===== src/rtl/logic_unit_pipe.sv =====
// Registered bitwise logic unit with valid/ready handshakes.
// Ops 110/111 can fold a multi-beat burst into an accumulator.
module logic_unit_pipe #(
  parameter int WIDTH  = 8,
  parameter bit ACC_EN = 1'b1
) (
  input  logic             clk,
  input  logic             rst,
  input  logic             in_valid,
  output logic             in_ready,
  input  logic [WIDTH-1:0] in_a,
  input  logic [WIDTH-1:0] in_b,
  input  logic [2:0]       in_op,
  input  logic             in_last,
  output logic             out_valid,
  input  logic             out_ready,
  output logic [WIDTH-1:0] out_data,
  output logic             out_zero,
  output logic             out_ones
);

  typedef enum logic {IDLE, ACCUM} state_t;

  state_t           state;
  state_t           state_n;
  logic [WIDTH-1:0] acc;
  logic [WIDTH-1:0] acc_n;
  logic [WIDTH-1:0] r;
  logic [WIDTH-1:0] fold;
  logic [WIDTH-1:0] res;
  logic [2:0]       op_q;
  logic [2:0]       op_n;
  logic [2:0]       op_eff;
  logic             accept;
  logic             acc_op;
  logic             produce;

  assign in_ready = !out_valid || out_ready;
  assign accept   = in_valid && in_ready;
  assign acc_op   = ACC_EN && (in_op[2:1] == 2'b11);
  assign op_eff   = (state == ACCUM) ? op_q : in_op;

  always_comb begin
    r = '0;
    unique case (op_eff)
      3'b000: r = in_a & in_b;
      3'b001: r = in_a | in_b;
      3'b010: r = in_a ^ in_b;
      3'b011: r = ~(in_a & in_b);
      3'b100: r = ~(in_a | in_b);
      3'b101: r = ~(in_a ^ in_b);
      3'b110: r = in_a & in_b;
      3'b111: r = in_a | in_b;
    endcase
  end

  // op bit 0 picks the fold: 110 folds with AND, 111 with OR
  assign fold = op_q[0] ? (acc | r) : (acc & r);
  assign res  = (state == ACCUM) ? fold : r;

  always_comb begin
    state_n = state;
    acc_n   = acc;
    op_n    = op_q;
    produce = 1'b0;
    unique case (state)
      IDLE: begin
        if (accept) begin
          if (acc_op && !in_last) begin
            state_n = ACCUM;
            acc_n   = r;
            op_n    = in_op;
          end else begin
            produce = 1'b1;
          end
        end
      end
      ACCUM: begin
        if (accept) begin
          if (in_last) begin
            produce = 1'b1;
            acc_n   = '0;
            state_n = IDLE;
          end else begin
            acc_n = fold;
          end
        end
      end
    endcase
  end

  always_ff @(posedge clk or posedge rst) begin
    if (rst) begin
      state <= IDLE;
      acc   <= '0;
      op_q  <= 3'b000;
    end else begin
      state <= state_n;
      acc   <= acc_n;
      op_q  <= op_n;
    end
  end

  always_ff @(posedge clk or posedge rst) begin
    if (rst) begin
      out_valid <= 1'b0;
      out_data  <= '0;
      out_zero  <= 1'b1;
      out_ones  <= 1'b0;
    end else if (produce) begin
      out_valid <= 1'b1;
      out_data  <= res;
      out_zero  <= (res == '0);
      out_ones  <= &res;
    end else if (out_ready) begin
      out_valid <= 1'b0;
    end
  end

endmodule


===== config.mk =====
export PLATFORM = sky130hd
export DESIGN_NAME = logic_unit_pipe
export DESIGN_NICKNAME = d
export VERILOG_FILES = /design/src/rtl/logic_unit_pipe.sv
export SDC_FILE = /design/constraint.sdc
export NUM_CORES = 1
export LEC_CHECK = 0
export CELL_PAD_IN_SITES_DETAIL_PLACEMENT = 1
export CELL_PAD_IN_SITES_GLOBAL_PLACEMENT = 1
export CORE_MARGIN = 2
export CORE_UTILIZATION = 38
export CTS_CLUSTER_SIZE = 30
export DETAILED_ROUTE_END_ITERATION = 10
export GPL_ROUTABILITY_DRIVEN = 0
export HOLD_SLACK_MARGIN = 0.1
export PLACE_DENSITY_LB_ADDON = 0.05
export SYNTH_ARGS = -nofsm -noshare
export SYNTH_HDL_FRONTEND = slang
export SYNTH_SLANG_ARGS = --single-unit
export TNS_END_PERCENT = 20

===== constraint.sdc =====
create_clock -name clk -period 2.5 [get_ports clk]
set_input_delay 0.5 -clock clk [delete_from_list [all_inputs] [get_ports clk]]
set_output_delay 0.5 -clock clk [all_outputs]
set_load 0.02 [all_outputs]

==> metrics.csv, run 1 <==
stage,metric,value,unit
yosys,syn_avg_cell_area,8.112,µm²
pwr,p_int,1726,µW
grt,grt_pass1_vias,3134,
hold_path,hold_end,out_data[7],
critical_path,worst_r2r_endpoint,out_zero,
placement,placed_cells,472,
pwr,vdd_drop_max,507.6,µV
drt,num_vias,3141,
timing,finalMaxSlewViolations,0,
finish,area_growth,53.16,%
critical_path,max_stage_delay,450,ps
yosys,syn_nets,367,
drt,wl,10700,µm
cts,clock-sinks,23,
yosys,synth_top_area_cell,dfrtp_1,
critical_path,r2r_setup_slack,-270,ps
grt,overflow,0,
timing,fin_ws,-266.0,ps
timing,tightest_slew,371.7,ps
flow_run,cap_violations,0,
yosys,synth_edf_count,0,
finish,final_util,0.6013,
die,rows,30,
placement,hpwl,6310,µm
timing,max_slew_margin,0.7501,
critical_path,cp_max_fo,6,
die,die_h,87.55,µm
cts,cts_tree,built,
grt,track_usage,0.2561,
hold_path,holdCritStartpoint,out_data[7],
timing,fmax,361.5,MHz
grt,grt_max_degree,32,
timing,fin_worst_skew,7.980,ps
yosys,synth_warnings,0,
critical_path,arrival,2960,ps
grt,antenna_found_initial,0,
cts,cts_htree_levels,1,
critical_path,reg2reg_depth,9,
placement,io_buffer_count,35,
yosys,synth_top_area_frac,0.2075,
cts,clock_tree.root_cell,clkbuf_8,
pwr,total_power,3171,µW
drt,ant_nets,0,
drt,firstDrtPassIters,4,
drt,wl_per_cell,21.23,µm
drt,vias_per_cell,6.232,
pwr,p_clk_frac,0.079,
timing,setup_viol,3,
yosys,netlist_area,0.002653,mm²
cts,cts_hold_buf,0,
yosys,ys_ff_latch,23,
timing,finalHoldViolCount,0,
pwr,power.switching,1445,µW
critical_path,start_kind,register,
finish,fill_cells,780,
critical_path,rr_startpoint,state,
cts,clk_pin_slew,90,ps
pwr,switching_share,0.4558,
hold_path,hold_depth,2,
timing,finalSetupTns,-509.2,ps
timing,rsz0062_at_grt,yes,
yosys,synth-seq-area-share,0.2175,
finish,final_common_cell,buf_4,
yosys,synth_cell_types,56,
critical_path,endpoint_kind,register,
yosys,netlist_instances,327,
die,die_width,87.55,µm
pwr,power_leakage,0.001676,µW
pwr,pwr-share-seq,0.209,
yosys,synthTopCellsByArea,"dfrtp_1 21%, ha_1 7.5%, o21ai_0 4.5%",
cts,ctsLongestPathBuffers,2,
cts,cts_made_buffers,3,
outcome,violations,negative setup slack,
yosys,synthFlopType,dfrtp_1,
outcome,status,"complete, but fails checks",
critical_path,worstPathRequired,2690,ps
pwr,cellPowerDensity,780.5,mW/mm²
die,die_area,0.007665,mm²
critical_path,cp_slowest_cell,dfrtp_2,
drt,drt_iter0_drc,164,
die,initial_core_util,0.3926,
grt,grt_first_pass_wirelength,15770,µm
cts,clk_latency,280,ps
die,io_pins,36,
timing,timing.final.crit_share,1.106,
pwr,p_comb_frac,0.712,
hold_path,hp-class,reg -> reg,
critical_path,path_cells,"buf_12, mux2_4, buf_4, o22ai_1, o32ai_2, a211oi_4, nand4bb_1, a2111o_1, o31ai_2",
die,core,0.006756,mm²
finish,nets,465,
finish,drive_gt1_frac,0.3797,
timing,fin_crit,2766,ps
yosys,async_flop_share,1.000,
finish,fin_cells,504,
drt,drc,0,
critical_path,path_class,reg -> reg,
finish,final_cell_mix,"66 x buf_4, 29 x clkdlybuf4s50_1, 26 x nand2_1",
finish,antenna_cells,0,
==> metal layers <==
| metal | part of all wire | track usage | vias up |
|---|---|---|---|
| met5 | 0 | 0 | - |
| met4 | 0.026 | 0.05175 | 0 |
| met3 | 0.049 | 0.02356 | 28 |
| met2 | 0.50 | 0.4477 | 102 |
| met1 | 0.43 | 0.3451 | 1570 |
| li1 | - | - | 1441 |
==> worst max path at each step <==
stage,start,end,slack (ps),cells past startpoint
after CTS,state,out_ones,-70,10
after global placement,in_op[2],out_zero,-580,10
after global routing,state,out_zero,-310,9
after detailed placement,in_op[2],out_zero,-660,10
final,state,out_zero,-270,9
after floorplan,state,out_ones,20,9
==> cell type report <==
class,count,area [µm²],share of cell area
Sequential cell,23,578.1,0.1423
Clock inverter,1,5.005,0.001232
Tap cell,80,100.1,0.02464
Timing Repair Buffer,120,1120,0.2756
Inverter,26,97.59,0.02402
Multi-Input combinational cell,251,2121,0.5220
Clock buffer,3,41.29,0.01016
==> state kept, by name, summed over array words and instances, names as in the netlist <==
name,flops
op_q,3
acc,8
out_valid,1
out_data,8
out_zero,1
state,1
out_ones,1
==> power groups by stage <==
| stage | clock network, µW | logic (µW) | registers [µW] |
|---|---|---|---|
| finish | 249 | 2260 | 664 |
| floorplan | 0 | 1070 | 662 |
| global placement | 0 | 1710 | 656 |
| global route | 267 | 2410 | 687 |
| detailed placement | 0 | 1760 | 662 |
| CTS | 254 | 2060 | 653 |
==> through the flow <==
step                      worst slack (ps)  hold WS, ps  cell area [µm²]
after floorplan                      19.30        456.7             2653
after global placement              -582.6        460.6             3436
after detailed placement            -660.8        469.2             3436
after CTS                           -66.84        489.0             3913
after global routing                -307.0        521.7             4063
final                               -266.0        481.6             4063
==> Yosys cell counts (2+ instances only) <==
cell type,number
nand2b_1,9
o22a_1,3
a211o_1,3
buf_1,3
a21oi_1,22
o31ai_1,14
or2_2,3
o2bb2ai_1,5
inv_1,26
o211ai_2,2
and2_1,5
a22o_1,5
o22ai_1,15
a211oi_2,2
mux2_4,2
ha_1,16
o221a_2,3
nor2_1,14
mux2i_1,7
buf_6,5
or4_1,4
o221ai_1,3
a2bb2oi_1,3
clkbuf_1,14
a22oi_1,12
o221ai_2,2
o21a_1,3
o21ai_0,24
nand2_1,27
dfrtp_1,22
mux2i_4,2
a31oi_1,7
nor4_1,4
o221a_1,3
buf_2,5
buf_4,2
nand4_1,7
==> critical path: cells and delay by family (launching register included) <==
kind	cells	cell delay, ps
buffers and inverters	2	300
AOI/OAI and AO/OA	5	1390
DFF	1	450
muxes	1	340
and+or+nand+nor	1	200
==> cell families (layout without fill, tap and decap cells) <==
logic type	after synthesis	after routing	synth area share
muxes	13	15	0.06887
adders and majority gates	16	16	0.07547
and+or+nand+nor	79	79	0.1514
DFF	23	23	0.2175
AOI/OAI and AO/OA	141	141	0.3896
buffers and inverters	55	150	0.09716
==> timing repair <==
action,CTS,global route
pin swaps,19,19
setup endpoints to repair,13,14
gates cloned,3,2
setup buffers,19,7
gates resized for setup,57,32
(Power assumes the default switching activity.)
==> inputs of run 2 (changes only) <==
--- a/config.mk
+++ b/config.mk
@@ -17,4 +17,3 @@
 export SYNTH_ARGS = -nofsm -noshare
 export SYNTH_HDL_FRONTEND = slang
 export SYNTH_SLANG_ARGS = --single-unit
-export TNS_END_PERCENT = 20
==> metrics.csv, run 2 (synthesis results as in run 1) <==
stage,metric,value,unit,change
flow_run,cap_violations,0,,unchanged
timing,timing.final.crit_share,1.116,,+0.009829
cts,ctsLongestPathBuffers,2,,unchanged
critical_path,worstPathRequired,2680,ps,about the same
finish,drive_gt1_frac,0.4180,,+0.03830
grt,overflow,0,,unchanged
cts,cts_hold_buf,0,,unchanged
pwr,switching_share,0.4512,,-0.004558
placement,hpwl,6310,µm,unchanged
hold_path,hp-class,reg -> reg,,
drt,drc,0,,unchanged
finish,final_cell_mix,"66 x buf_4, 28 x clkdlybuf4s50_1, 26 x nand2_1",,
critical_path,start_kind,input pin,,
timing,fin_ws,-290.6,ps,-24.57 ps
grt,antenna_found_initial,0,,unchanged
drt,drt_iter0_drc,171,,+4.3%
outcome,status,"complete, but fails checks",,
die,die_width,87.55,µm,unchanged
critical_path,cp-startpoint,in_a[7],,
pwr,vdd_drop_max,528.3,µV,+4.1%
timing,finalHoldViolCount,0,,unchanged
drt,wl,11260,µm,+5.3%
pwr,p_comb_frac,0.723,,+0.011
timing,whs,483.5,ps,+1.836 ps
pwr,power_leakage,0.001760,µW,+5.0%
placement,placed_cell_area,0.003436,mm²,unchanged
drt,num_vias,3223,,+2.6%
finish,area_growth,60.09,%,
die,die_area,0.007665,mm²,unchanged
die,core,0.006756,mm²,unchanged
die,io_pins,36,,unchanged
outcome,violations,negative setup slack,,
placement,io_buffer_count,35,,unchanged
finish,top_regs,"acc x8, out_data x8, op_q x3",,
pwr,p_int,1825,µW,+5.7%
cts,cts_made_buffers,3,,unchanged
pwr,pwr-share-seq,0.202,,-0.007
critical_path,path_class,in -> reg,,
die,die_h,87.55,µm,unchanged
timing,fmax,358.3,MHz,-0.88%
grt,grt_pass1_vias,3149,,+0.48%
pwr,p_clk_frac,0.075,,-0.004
grt,grt_first_pass_wirelength,15650,µm,-0.74%
die,initial_core_util,0.3926,,unchanged
critical_path,cp_max_fo,3,,-3
critical_path,endpoint_kind,register,,
finish,nets,474,,+1.9%
finish,final_cell_area,0.004247,mm²,+4.5%
timing,finalMaxSlewViolations,0,,unchanged
critical_path,rr_startpoint,state,,
die,rows,30,,unchanged
drt,ant_nets,0,,unchanged
timing,finalSetupTns,-527.2,ps,-18.03 ps
finish,final_common_cell,buf_4,,
drt,firstDrtPassIters,4,,unchanged
pwr,cellPowerDensity,782.9,mW/mm²,+0.31%
grt,grt_max_degree,32,,unchanged
critical_path,arrival,2970,ps,about the same
timing,setup_viol,4,,+1
finish,antenna_cells,0,,unchanged
timing,tightest_slew,369.3,ps,-2.409 ps
drt,vias_per_cell,6.283,,+0.81%
drt,wl_per_cell,21.96,µm,+3.4%
cts,cts_htree_levels,1,,unchanged
timing,rsz0062_at_grt,yes,,
cts,cts_tree,built,,
timing,fin_worst_skew,10.68,ps,+2.703 ps
cts,clk_latency,280,ps,about the same
timing,max_slew_margin,0.7525,,+0.002383
timing,fin_crit,2791,ps,+24.57 ps
cts,clock-sinks,23,,unchanged
grt,track_usage,0.2534,,-0.002737
pwr,power.switching,1500,µW,+3.8%
cts,clk_pin_slew,100,ps,about the same
cts,clock_tree.root_cell,clkbuf_8,,
hold_path,holdCritStartpoint,out_data[7],,
run 2: through the flow:
step / total power (µW) / std cells / util / setup WS (ps)
2_1_floorplan: 1730 / 327 / - / 19.30
3_3_place_gp: 2367 / 472 / 0.5085 / -582.6
3_5_place_dp: 2421 / 472 / 0.5085 / -660.8
4_1_cts: 2973 / 498 / 0.5802 / -66.84
5_1_grt: 3520 / 513 / 0.6285 / -391.0
6_report: 3325 / 513 / 0.6285 / -290.6
run 2: power groups by stage:
stage / Combinational (µW) / Sequential (µW) / Clock, µW
floorplan: 1070 / 662 / 0
global placement: 1710 / 656 / 0
detailed placement: 1760 / 662 / 0
CTS: 2070 / 653 / 254
global route: 2560 / 692 / 267
finish: 2400 / 671 / 249
run 2: critical path: stages:
cell	delay, ps
clkdlybuf4s50_1	530
inv_1	100
ha_4	270
o22ai_1	230
o221a_1	290
a211o_1	150
o2bb2ai_1	70
or4_1	530
o41ai_2	310
run 2: area by class of cell:
type	instances	area (µm²)
flip-flops and latches	23	578.1
clock inverters	1	5.005
well taps	80	100.1
inverters	26	97.59
multi-input cells	251	2180
repair buffers	129	1245
clock buffers	3	41.29
fillers	770	2510
run 2: final timing paths:
path                               end  slack (ps)  cells past startpoint
setup / recovery              out_ones        -290                      9
hold / removal             out_data[7]         480                      2
setup reg to reg              out_ones        -250                      9
hold reg to reg            out_data[7]         480                      2
max in group asynchronous     out_zero        1630                      3
min in group asynchronous    out_valid         560                      3
run 2: layer usage:
| layer | global-route usage | up-vias | part of all wire |
|---|---|---|---|
| met4 | 0.05175 | 0 | 0.030 |
| met2 | 0.4401 | 112 | 0.49 |
| li1 | - | 1467 | - |
| met1 | 0.3428 | 1613 | 0.43 |
| met3 | 0.02451 | 31 | 0.047 |
| met5 | 0 | - | 0 |
run 2: timing repair:
item | in CTS | in global routing
gates resized for setup | 57 | 52
endpoints found under the setup margin | 13 | 14
cloned | 3 | 4
buffers inserted | 20 | 12
pin swaps | 19 | 25
